[config.mk]
export PLATFORM = sky130hd
export DESIGN_NAME = vga_timing_gen
export DESIGN_NICKNAME = d
export VERILOG_FILES = /design/src/rtl/vga_timing_gen.sv
export SDC_FILE = /design/constraint.sdc
export NUM_CORES = 1
export LEC_CHECK = 0
export ABC_AREA = 0
export BUFFER_PORTS_ARGS = -buffer_cell sky130_fd_sc_hd__buf_4
export CORE_MARGIN = 3
export CORE_UTILIZATION = 49
export CTS_CLUSTER_SIZE = 8
export DETAILED_ROUTE_END_ITERATION = 10
export MAX_ROUTING_LAYER = met4
export PLACE_DENSITY = 0.8
export SLEW_MARGIN = 5
export SYNTH_ARGS = -nofsm -noshare
export SYNTH_HDL_FRONTEND = slang
export SYNTH_SLANG_ARGS = --single-unit
[constraint.sdc]
create_clock -name clk -period 2.6 [get_ports clk]
set_input_delay 0.13 -clock clk [delete_from_list [all_inputs] [get_ports clk]]
set_output_delay 0.13 -clock clk [all_outputs]
set_load 0.02 [all_outputs]
[src/rtl/vga_timing_gen.sv]
// rtl/vga_timing_gen.sv - 640x480@60Hz VGA raster timing generator with registered sync/blank/RGB stage
//
// Purpose:
//   A clock divider produces a pixel strobe. On each strobe the column/row
//   raster counters advance. The graphics drivers see the counters on
//   VGA_row/VGA_col and return input_color combinationally. On the same
//   strobe the output stage registers sync, blank and RGB. These outputs are
//   computed from the pre-advance counters and the returned colour, so every
//   pin lags its counter value by exactly one pixel period.
//   Per-frame strobes (frame_start, vblank_start) coincide with the pixel
//   strobe that causes the corresponding counter transition.
//
// Optional feature macro: VGA_FRAME_COUNT_EN
//   When defined, the design adds an 8-bit frame_count and a 1-bit
//   frame_toggle. Both advance on every frame_start.
//   When undefined, neither port nor its logic exists.
//
// Ports:
//   clk           in   1   system clock
//   rst_l         in   1   asynchronous active-low reset
//   input_color   in  24   {R,G,B} for the current VGA_row/VGA_col
//   VGA_row       out 10   line counter, 0..V_TOTAL-1
//   VGA_col       out 10   pixel counter, 0..H_TOTAL-1
//   pixel_en      out  1   strobe on the clk whose edge advances the counters
//   VGA_HS        out  1   horizontal sync, active low
//   VGA_VS        out  1   vertical sync, active low
//   VGA_BLANK_N   out  1   high while the output pixel is visible
//   VGA_R/G/B     out  8   colour to the DAC, zero outside the visible area
//   frame_start   out  1   pulse with the strobe that wraps to (0,0)
//   vblank_start  out  1   pulse with the strobe that moves row to V_VISIBLE
//   frame_count   out  8   (VGA_FRAME_COUNT_EN) frames since reset, wraps
//   frame_toggle  out  1   (VGA_FRAME_COUNT_EN) inverts every frame

module vga_timing_gen #(
  parameter int CLK_DIV   = 2,
  parameter int H_VISIBLE = 640,
  parameter int H_FP      = 16,
  parameter int H_SYNC    = 96,
  parameter int H_BP      = 48,
  parameter int V_VISIBLE = 480,
  parameter int V_FP      = 10,
  parameter int V_SYNC    = 2,
  parameter int V_BP      = 33
) (
  input  logic        clk,
  input  logic        rst_l,
  input  logic [23:0] input_color,
  output logic [9:0]  VGA_row,
  output logic [9:0]  VGA_col,
  output logic        pixel_en,
  output logic        VGA_HS,
  output logic        VGA_VS,
  output logic        VGA_BLANK_N,
  output logic [7:0]  VGA_R,
  output logic [7:0]  VGA_G,
  output logic [7:0]  VGA_B,
  output logic        frame_start,
  output logic        vblank_start
`ifdef VGA_FRAME_COUNT_EN
  ,
  output logic [7:0]  frame_count,
  output logic        frame_toggle
`endif
);

  localparam int H_TOTAL = H_VISIBLE + H_FP + H_SYNC + H_BP;
  localparam int V_TOTAL = V_VISIBLE + V_FP + V_SYNC + V_BP;

  // A one-cycle divider still needs a 1-bit register, which simply stays 0.
  localparam int DIV_W = (CLK_DIV > 1) ? $clog2(CLK_DIV) : 1;
  localparam logic [DIV_W-1:0] DIV_LAST = DIV_W'(CLK_DIV - 1);

  localparam logic [9:0] H_LAST       = 10'(H_TOTAL - 1);
  localparam logic [9:0] V_LAST       = 10'(V_TOTAL - 1);
  localparam logic [9:0] H_VIS_END    = 10'(H_VISIBLE);
  localparam logic [9:0] V_VIS_END    = 10'(V_VISIBLE);
  localparam logic [9:0] V_VIS_LAST   = 10'(V_VISIBLE - 1);
  localparam logic [9:0] H_SYNC_START = 10'(H_VISIBLE + H_FP);
  localparam logic [9:0] H_SYNC_END   = 10'(H_VISIBLE + H_FP + H_SYNC);
  localparam logic [9:0] V_SYNC_START = 10'(V_VISIBLE + V_FP);
  localparam logic [9:0] V_SYNC_END   = 10'(V_VISIBLE + V_FP + V_SYNC);

  logic [DIV_W-1:0] r_div;
  logic [9:0]       r_col;
  logic [9:0]       r_row;
  logic             r_hs_n;
  logic             r_vs_n;
  logic             r_blank_n;
  logic [7:0]       r_red;
  logic [7:0]       r_grn;
  logic [7:0]       r_blu;

  logic w_tick;
  logic w_pix_en;
  logic w_col_last;
  logic w_row_last;
  logic w_visible;
  logic w_hs_active;
  logic w_vs_active;

  assign w_tick = (r_div == DIV_LAST);

  // The rst_l gate matters only for CLK_DIV=1. In that case the divider is
  // permanently at its last value, so the strobe would otherwise stay high
  // during reset.
  assign w_pix_en = w_tick & rst_l;

  assign w_col_last = (r_col == H_LAST);
  assign w_row_last = (r_row == V_LAST);

  // Output decode uses the counters before they advance. A pixel's timing
  // and colour therefore leave the chip one pixel period after its counter
  // value was presented.
  assign w_visible   = (r_col < H_VIS_END) && (r_row < V_VIS_END);
  assign w_hs_active = (r_col >= H_SYNC_START) && (r_col < H_SYNC_END);
  assign w_vs_active = (r_row >= V_SYNC_START) && (r_row < V_SYNC_END);

  // Pixel clock divider: counts 0..CLK_DIV-1 and strobes on the last count.
  always_ff @(posedge clk or negedge rst_l) begin
    if (!rst_l) begin
      r_div <= '0;
    end else if (w_tick) begin
      r_div <= '0;
    end else begin
      r_div <= r_div + DIV_W'(1);
    end
  end

  // Raster counters.
  always_ff @(posedge clk or negedge rst_l) begin
    if (!rst_l) begin
      r_col <= 10'd0;
      r_row <= 10'd0;
    end else if (w_tick) begin
      if (w_col_last) begin
        r_col <= 10'd0;
        if (w_row_last) begin
          r_row <= 10'd0;
        end else begin
          r_row <= r_row + 10'd1;
        end
      end else begin
        r_col <= r_col + 10'd1;
      end
    end
  end

  // Output stage. Sync, blank and colour load together so they can never
  // skew relative to each other at the DAC.
  always_ff @(posedge clk or negedge rst_l) begin
    if (!rst_l) begin
      r_hs_n    <= 1'b1;
      r_vs_n    <= 1'b1;
      r_blank_n <= 1'b0;
      r_red     <= 8'h00;
      r_grn     <= 8'h00;
      r_blu     <= 8'h00;
    end else if (w_tick) begin
      r_hs_n    <= ~w_hs_active;
      r_vs_n    <= ~w_vs_active;
      r_blank_n <= w_visible;
      r_red     <= w_visible ? input_color[23:16] : 8'h00;
      r_grn     <= w_visible ? input_color[15:8]  : 8'h00;
      r_blu     <= w_visible ? input_color[7:0]   : 8'h00;
    end
  end

  assign VGA_row      = r_row;
  assign VGA_col      = r_col;
  assign pixel_en     = w_pix_en;
  assign VGA_HS       = r_hs_n;
  assign VGA_VS       = r_vs_n;
  assign VGA_BLANK_N  = r_blank_n;
  assign VGA_R        = r_red;
  assign VGA_G        = r_grn;
  assign VGA_B        = r_blu;

  // Both frame strobes are qualified by the pixel strobe. Each one is
  // therefore exactly one clk wide and appears once per frame.
  assign frame_start  = w_pix_en & w_col_last & w_row_last;
  assign vblank_start = w_pix_en & w_col_last & (r_row == V_VIS_LAST);

`ifdef VGA_FRAME_COUNT_EN
  logic [7:0] r_frame_count;
  logic       r_frame_toggle;

  always_ff @(posedge clk or negedge rst_l) begin
    if (!rst_l) begin
      r_frame_count  <= 8'd0;
      r_frame_toggle <= 1'b0;
    end else if (frame_start) begin
      r_frame_count  <= r_frame_count + 8'd1;
      r_frame_toggle <= ~r_frame_toggle;
    end
  end

  assign frame_count  = r_frame_count;
  assign frame_toggle = r_frame_toggle;
`endif

endmodule

# --- After elaboration in Yosys (flattened, before gate mapping) ---
# Index checks and enable logic that the tools add are counted.
word_totals:
  inputBits: 26
  ff_bits: 48
classes:
  magnitude_cmp: 6
  bitwise: 6
  n_mux: 6
  reduce_logical: 4
  addsub: 3
  n_eq_ne: 3
ops:
  columns: ["op", "n"]
  rows:
  - ["two-way mux 8 bit", 3]
  - ["adder 10 x 1 -> 10 bit, second input constant", 2]
  - ["equality test 10 bit, second input constant", 2]
  - ["< comparator 10 bit, second input constant", 2]
  - ["< comparator 10 x 9 -> 1 bit, second input constant", 2]
  - ["two-way mux 10 bit", 2]
  - ["equality test 10 x 9 -> 1 bit, second input constant", 1]
  - [">= comparator 10 bit, second input constant", 1]
  - [">= comparator 10 x 9 -> 1 bit, second input constant", 1]
  - ["bitwise AND 1 bit", 4]
  - ["logical AND 1 bit", 3]
  - ["NOT 1 bit", 2]
  - ["AND reduction 2 bit", 1]
  - ["adder 1 bit, second input constant", 1]
  - ["two-way mux 1 bit", 1]

# --- Depth between registers and ports, before layout ---
# Gate-level depths: netlist of the first run.
logic_depth:
  word_depth: 3
  depth_mapped: 6
  mapped_depth_nobuf: 5

# --- Worst setup path after synthesis of the first run ---
# Ideal clock, no wire load.
synth_path:
  kind: "register to register"
  from: "reg r_col[5], in the netlist VGA_col[5]"
  to: "reg r_row[8], in the netlist VGA_row[8]"
  path_buffers: 2
  setup_slack_ns: 0.214
  stages_incl_launch_ff: 7
  required_time_ns: 2.469
  t_arrival_ns: 2.255
  path_cell_list: "dfrtp_1 -> buf_6 -> or4b_1 -> buf_2 -> or3_4 -> or4_4 -> xnor2_2"
synth_between:
  elab_chain_len: 2
synth_lines:
  columns: ["element", "line_no", "source"]
  rows:
  - ["from (decl)", "84", "logic [9:0] r_col;"]
  - ["from (signal assigned)", "143", "r_col <= r_col + 10'd1;"]
  - ["equality test 10 bit", "108", "assign w_col_last = (r_col == H_LAST);"]
  - ["AND reduction 2 bit (no source line)", null, null]
  - ["to (signal assigned)", "140", "r_row <= r_row + 10'd1;"]
  - ["to (decl)", "85", "logic [9:0] r_row;"]
# Every way passes these cells.
# A chain may end at the register's enable or synchronous reset.

# --- Worst setup path after layout of the first run ---
layout_path:
  from: "reg r_col[6], in the netlist VGA_col[6]"
  to: "out vblank_start"
layout_between:
  elab_chain_len: 3
layout_lines:
  columns: ["element", "line_no", "source"]
  rows:
  - ["equality test 10 bit", "108", null]
  - ["bitwise AND 1 bit (2 in a row)", "181", "assign vblank_start = w_pix_en & w_col_last & (r_row == V_VIS_LAST);"]
  - ["to (decl)", "58", "output logic vblank_start"]
# Every way passes these cells.

==> results of run 1 <==
-- logic make-up after synthesis --
family                     after synthesis
and+or+nand+nor                         64
AOI/OAI and AO/OA                       35
adders and majority gates                4
buffers and inverters                   15
DFF                                     48
muxes                                    1
xor gates and xnor gates                13
-- stage by stage --
step,power (uW),cell area [sq um]
5_1_grt,1470,2850
3_3_place_gp,912,2730
2_1_floorplan,832,2080
6_report,1420,2850
4_1_cts,1430,2850
3_5_place_dp,915,2730
-- worst max-delay path, stage by stage, from the launching register on --
cell,delay [ps]
sky130_fd_sc_hd__dfrtp_1,460
sky130_fd_sc_hd__or4b_1,570
sky130_fd_sc_hd__buf_4,180
sky130_fd_sc_hd__nor3_1,330
sky130_fd_sc_hd__and4_1,240
sky130_fd_sc_hd__buf_4,140
-- registers in the layout, indices dropped and copies added (netlist names) --
signal / cells
VGA_col: 10
VGA_row: 10
VGA_B: 8
VGA_G: 8
VGA_R: 8
VGA_BLANK_N: 1
VGA_HS: 1
VGA_VS: 1
r_div: 1
-- path summary, 6_finish.rpt --
kind	slack [ps]	from	to
max reg2reg	370	VGA_col[6]	VGA_row[8]
min	40	input_color[19]	VGA_R[3]
min reg2reg	490	VGA_BLANK_N	VGA_BLANK_N
min in group asynchronous	270	rst_l	VGA_R[3]
max	260	VGA_col[6]	vblank_start
max in group asynchronous	1630	rst_l	VGA_HS
-- layout by cell type (no fill, tap or decap), drive strengths merged --
master / instances
a21o: 1
a21oi: 1
a22o: 24
a31oi: 1
and2: 2
and3: 4
and4: 1
buf: 83
bufinv: 1
clkbuf: 6
clkinv: 1
dfrtp: 46
dfstp: 2
dlygate4sd3: 1
ha: 4
inv: 7
mux2i: 1
nand2: 8
nand3: 9
nand4: 8
nor2: 13
nor3: 5
nor4: 7
nor4b: 2
nor4bb: 1
o21a: 1
o21ai: 5
o22ai: 1
o31ai: 1
or3: 2
or4: 1
or4b: 1
xnor2: 10
xor2: 3
-- where the power goes --
part	leakage, uW	switching (uW)	total, uW	internal, uW
registers	0.000588	12.0	777	765
logic	0.000759	58.8	122	63.4
clock network	0.0000552	237	523	286
-- routing by layer --
metal  wire length [um]  vias to the layer above  GRT usage (%)
met4                 51                        0           5.22
met3                449                        6           6.25
met1               2150                      826           29.0
li1                   -                      821              -
met5                  0                        -              -
met2               2300                       80           31.6
-- what timing repair did --
item | CTS | global route
hold buffers | 1 | 0
buffers inserted | 0 | 0
hold endpoints to repair | 20 | 0
-- area by class of cell --
cell class                      instances  area, sq um  share of cell area (%)
Clock inverter                          2         35.0                    1.23
Tap cell                               50         62.6                    2.19
Timing Repair Buffer                   84          633                    22.2
Sequential cell                        48         1200                    42.2
Multi-Input combinational cell        117          818                    28.7
Inverter                                7         26.3                   0.921
Clock buffer                            6         72.6                    2.54
==> results.txt, run 1 <==
- The flow ran to the end, and the final reports show no timing, DRC or antenna violations.
- Clk root buf: sky130_fd_sc_hd__clkbuf_8
* Top post-synthesis cells by count: 46 x sky130_fd_sc_hd__dfrtp_1, 24 x sky130_fd_sc_hd__a22o_1, 13 x sky130_fd_sc_hd__nor2_1
* Worst setup slack after placement: about 390 ps
* Type of element launching the critical path: register
* Final design utilization: 70.3%
- Reported leakage power: 0.00140 uW
- Along the worst path, the maximum fanout reaches 8.
* Rows: 23
- During synthesis, Yosys emitted a total of 0 warnings.
- The final critical path takes up between 90% and 100% of the cycle.
- Total wire length: around 5000 um
- Antenna fix cells: 0
- The synthesized design spends more area on one cell type than any other, namely sky130_fd_sc_hd__dfrtp_1.
- After Yosys synthesis, and, or, nand and nor cells account for between 10% and 20% of the synthesized area.
- After floorplanning, the core was sized to cover 4060 sq um.
- The worst path meets setup with ~260 ps of slack.
- Starting utilization of the core area: approximately half
- The congestion estimate from routability-driven global placement came to ~0.81.
- At the pin with the least slew margin, the transition time is 452 ps.
- Cell count after synthesis: 180
- Data arrival time at the worst-slack endpoint: roughly 2200 ps
* Combinational family with the most area after synthesis: simple AND/OR/NAND/NOR gates
- TritonCTS buffer count: 5
- The first global-routing pass estimated between 8000 and 9000 um of wire.
* Clk slew on worst S/H paths: ~90 ps
* Synth Area in Compound Gates: a little over an eighth
* Post-detailed-route via-to-cell ratio: between 5 and 6
- Number of violations reported at the end of detailed-routing iteration 0: approximately 100
* R2R cell count: 4
- Minimum period implied by the final worst setup slack: 2340 ps
- Synth-to-layout area growth: 37.0%
- Post-detailed-route DRC marker count: 0
* H-tree lvl count: 2
- All-Layer GR Usage: a little over a fifth
* Number of endpoints failing setup at the final stage: 0
* Clock tree from TritonCTS: built
- For the worst setup path, the data required time is between 2000 and 2500 ps.
- Area share of the leading cell type in the synthesized netlist: 55.3%
- Max transition margin: around 70%
* Max-slew violation total from the final report: 0
- Clock skew: 3.33 ps
- GRT overflow: 0
- Detailed placement finished with a half-perimeter wire length of around 3600 um.
* Hold slack final: around 45 ps
* Largest cells by area after synthesis: sky130_fd_sc_hd__dfrtp_1 55%, sky130_fd_sc_hd__a22o_1 10%, sky130_fd_sc_hd__xnor2_1 3.8%
* Vias post-DR: between 1,500 and 2,000
* 1st-pass router iterations: 4
- For this design the ratio of total power to cell area is ~500 nW/um^2.
* Fillers: 308
* Net count, final: slightly below 300
- Dividing the detail-routed wire length by the instance count gives 15.8 um.
* Layout cells sized above 1: between 30% and 40%
- Setup repair after global routing left no endpoint under its margin.
- In this run the tool buffered the top-level ports with 75 buffer cells.
- Clk Latency, worst-skew pair: approximately 290 ps
- Post-CTS repair changed the size of 0 cells.
- Total negative slack: 0 ps
* Top-count cell post-synth: sky130_fd_sc_hd__dfrtp_1
* Synth Area in Adders: roughly 2.4%
- Counting flops with a built-in enable in the synthesized netlist gives 0.
- Timing would allow up to between 400 and 500 MHz.
- Sequential element share of the synthesized area: between 50% and 60%
- From bottom edge to top edge, the die measures slightly above 70 um.
- Hold depth: 2
* Number of max-cap violations: 0
* Hold violation total from the final report: 0
- The clock passes through at most 2 buffers.
- Of the post-synthesis cell area, the part taken by muxes is 0.481%.
* Syn avg cell area: between 10 and 15 sq um
- For this design the top-level I/O count stands at 76.
- The worst setup path is captured at an output pin.
- Die ar.: a little over 5000 sq um
* Pin count of the biggest net entering global routing: 29
- Number of sinks on the clock net: 48
- Worst-case vdd ir drop: approximately 0.29 mV
- In the synthesized netlist the async set-or-reset flop fraction comes to 100%.
- Vias in the first global route: ~1,700
* Mapped Nets: 210
* Count of unique library cells instantiated by Yosys: 35
* Initial antenna violation count: 0
- After synthesis the netlist holds a flip-flop and latch count of 48.
* Placed instance count: 305
* Die width: between 70 and 80 um
- Class of the tightest hold or removal check: input port to register
* Post-synthesis instance area: 2080 sq um
* Worst Setup Path Type: register to output pin
- Top flip-flop cell by instance count after synthesis: sky130_fd_sc_hd__dfrtp_1
- Post-detailed-route count of antenna-violating nets: 0
- After the flow finishes, the layout carries non-filler instances totaling 314.
- Xor/xnor share of the synthesized area: around 5.8%
No activity file was read; power rests on OpenSTA's default activity.
==> run 2, diff against run 1 <==
CORE_UTILIZATION = 50   (was 49)
PLACE_DENSITY = 0.82   (was 0.8)
SETUP_SLACK_MARGIN = 0.02   (was default)
TNS_END_PERCENT = 10   (was default)
clock period = 2.9 ns   (was 2.6 ns; I/O delays follow)
==> run 2 against run 1 <==
Worst hold slack better by 5.2 ps. Worst setup slack better by 8.8 ps. Flip-flop and latch count did not move. Sequential power decreased by 10%.
==> results.txt, run 2 (same netlist as run 1, synthesis figures left out) <==
* Die width: roughly 70 um
- The initial utilization of the core area, before any placement, comes to a little over half.
- Leaving out fill and tap cells, the most frequent cell in the layout is sky130_fd_sc_hd__buf_4.
* R2R cell count: 4
* All-Layer GR Usage: 22.2%
- Pin count of the biggest net entering global routing: 35
- Endpoint of the worst hold-timing path: VGA_B[3]
- Across all register-to-register paths, the minimum setup slack is 510 ps.
* Post-detailed-route DRC marker count: 0
- The worst setup path is captured at an output pin.
* Worst Setup Path Type: register to output pin
- H-tree lvl count: 2
- Net count, final: roughly 290
- Synth-to-layout area growth: 36.4%
- The first routing iteration left about 140 violations.
- Weighted congestion reported at the end of routability-driven placement: just over 0.8
- Across the run, the number of max-cap violations was 0.
- The cell sitting at the root of the clock tree is a sky130_fd_sc_hd__clkbuf_8.
* Layout cells sized above 1: a little over a third
- Post-DP HPWL: between 3000 and 4000 um
* Clk Latency, worst-skew pair: around 300 ps
- Traced cell by cell, the critical path runs through or4b_1, or3_4, nor2_1, and2_1, buf_4.
- Start of the worst register-to-register path: VGA_col[6]
* Vias post-DR: 1,718
- Number of I/O pins: 76
- TritonCTS built the clock tree.
- For this design, the sink count on the clock tree is 48.
* Max Fanout on Critical Path: 8
- TritonCTS buffer count: 5
* Hold wc startpoint: input_color[3]
* Power density over the cells: between 400 and 500 nW/um^2
- Class of the tightest hold or removal check: input port to register
- The die is just over 70 um tall.
- Type of element launching the critical path: register
- In this design, the stage delay of the slowest critical-path cell is roughly 700 ps.
- Setup repair after global routing left no endpoint under its margin.
* Reported leakage power: approximately 0.0014 uW
- Max-slew violation total from the final report: 0
* Max transition margin: 52.5%
* Vias in the first global route: between 1,500 and 2,000
* Post-detailed-route count of antenna-violating nets: 0
* Post-detailed-route via-to-cell ratio: 5.58
- Counting instances, the worst hold path has a depth of 2.
- In this run the critical register-to-register path is captured at VGA_row[8].
* Cell with the biggest individual delay on the critical path: sky130_fd_sc_hd__or4b_1
- The longest clock path from root to sink contains 2 buffers.
- Slew @ Worst Pin: slightly above 700 ps
- Minimum period implied by the final worst setup slack: roughly 2600 ps
- Clock-pin slew was measured on the worst setup and hold paths at roughly 90 ps.
- Rows: 22
- The floorplan step defined a core boundary enclosing around 3800 sq um.
- The worst path uses about nine tenths of the clock period.
* Resized cells post-CTS: 0
* Fillers: between 200 and 300
- Across the VDD grid, the largest voltage drop is between 0.3 and 0.4 mV.
- Commonest cells after routing, fill and taps aside: 79 x sky130_fd_sc_hd__buf_4, 46 x sky130_fd_sc_hd__dfrtp_1, 24 x sky130_fd_sc_hd__a22o_1
- STA puts the critical path data required time at approximately 2800 ps.
- The first global-routing pass estimated ~8300 um of wire.
- GRT overflow: 0
* Clock skew: around 6.5 ps
* Result of the run: complete, no violations
- Data on the critical path arrives at its endpoint at between 2000 and 2500 ps.
* Fin worst setup slack: 267 ps
- Hold violation total from the final report: 0
* Total wire length: approximately 5000 um
- The number of antenna violations at the first check in global routing came to 0.
- After routing, the total negative slack on setup checks comes to 0 ps.
- During placement, the flow inserted port buffers numbering 75.
- At the placement stage, the worst setup path has a slack of around 530 ps.
* F_max: ~380 MHz
- Die ar.: 4970 sq um
- Number of endpoints failing setup at the final stage: 0
- Drt wl/cell: between 15 and 20 um
- The number of antenna diodes in the final layout is 0.
- 1st-pass router iterations: 4
run 2: changes by cell type in the layout (fill, tap and decap cells not counted), sizes merged:
cell and change:
clkinv -1, clkbuf +1, buf -4
run 2: worst max path at each step:
stage,startpoint,endpoint,cells past startpoint
CTS,VGA_col[6],frame_start,5
floorplan,VGA_col[5],VGA_row[8],6
finish,VGA_col[6],frame_start,5
detailed placement,VGA_col[6],VGA_row[8],4
global route,VGA_col[6],frame_start,5
global placement,VGA_col[6],VGA_row[8],4
run 2: cell type report:
class / count / area (sq um) / share of cell area, %
well taps: 48 / 60.1 / 2.12
flip-flops and latches: 48 / 1200 / 42.4
clock buffers: 7 / 96.3 / 3.40
repair buffers: 80 / 603 / 21.3
inverters: 7 / 26.3 / 0.926
clock inverters: 1 / 30.0 / 1.06
multi-input cells: 117 / 818 / 28.8
run 2: report_power, final:
group	total (uW)	switching, uW	leakage, uW	internal [uW]
Clock	519	215	0.0000645	304
Sequential	696	10.5	0.000588	686
Combinational	110	53.5	0.000740	56.9
Total	1330	279	0.00139	1050
run 2: timing repair:
| action | in CTS | in global routing |
|---|---|---|
| endpoints found under the hold margin | 15 | 0 |
| buffers inserted | 0 | 0 |
| hold buffers | 1 | 0 |
run 2: metrics by stage:
step / cell area, sq um / total power (uW) / instances / hold slack (ps) / utilization (%)
6_report: 2840 / 1330 / 308 / 50.1 / 74.2
5_1_grt: 2840 / 1370 / 308 / 41.2 / 74.2
4_1_cts: 2840 / 1340 / 308 / 44.3 / 74.2
3_5_place_dp: 2700 / 821 / 299 / 21.6 / 70.6
3_3_place_gp: 2700 / 817 / 299 / 21.7 / 70.6
2_1_floorplan: 2080 / 746 / 180 / -151 / -
run 2: layer usage:
metal,vias to the layer above,share of wire (%),track usage (%),wire (um)
li1,816,-,-,-
met1,829,42,28.1,2090
met2,64,51,35.6,2580
met3,9,5.7,4.17,288
met4,0,1.5,8.30,73
met5,-,0,-,0
run 2: worst max-delay path, delay by kind of cell, from the launching register on:
| family | cells | cell delay, ps |
|---|---|---|
| and+or+nand+nor | 4 | 1590 |
| buffers and inverters | 1 | 130 |
| DFF | 1 | 460 |
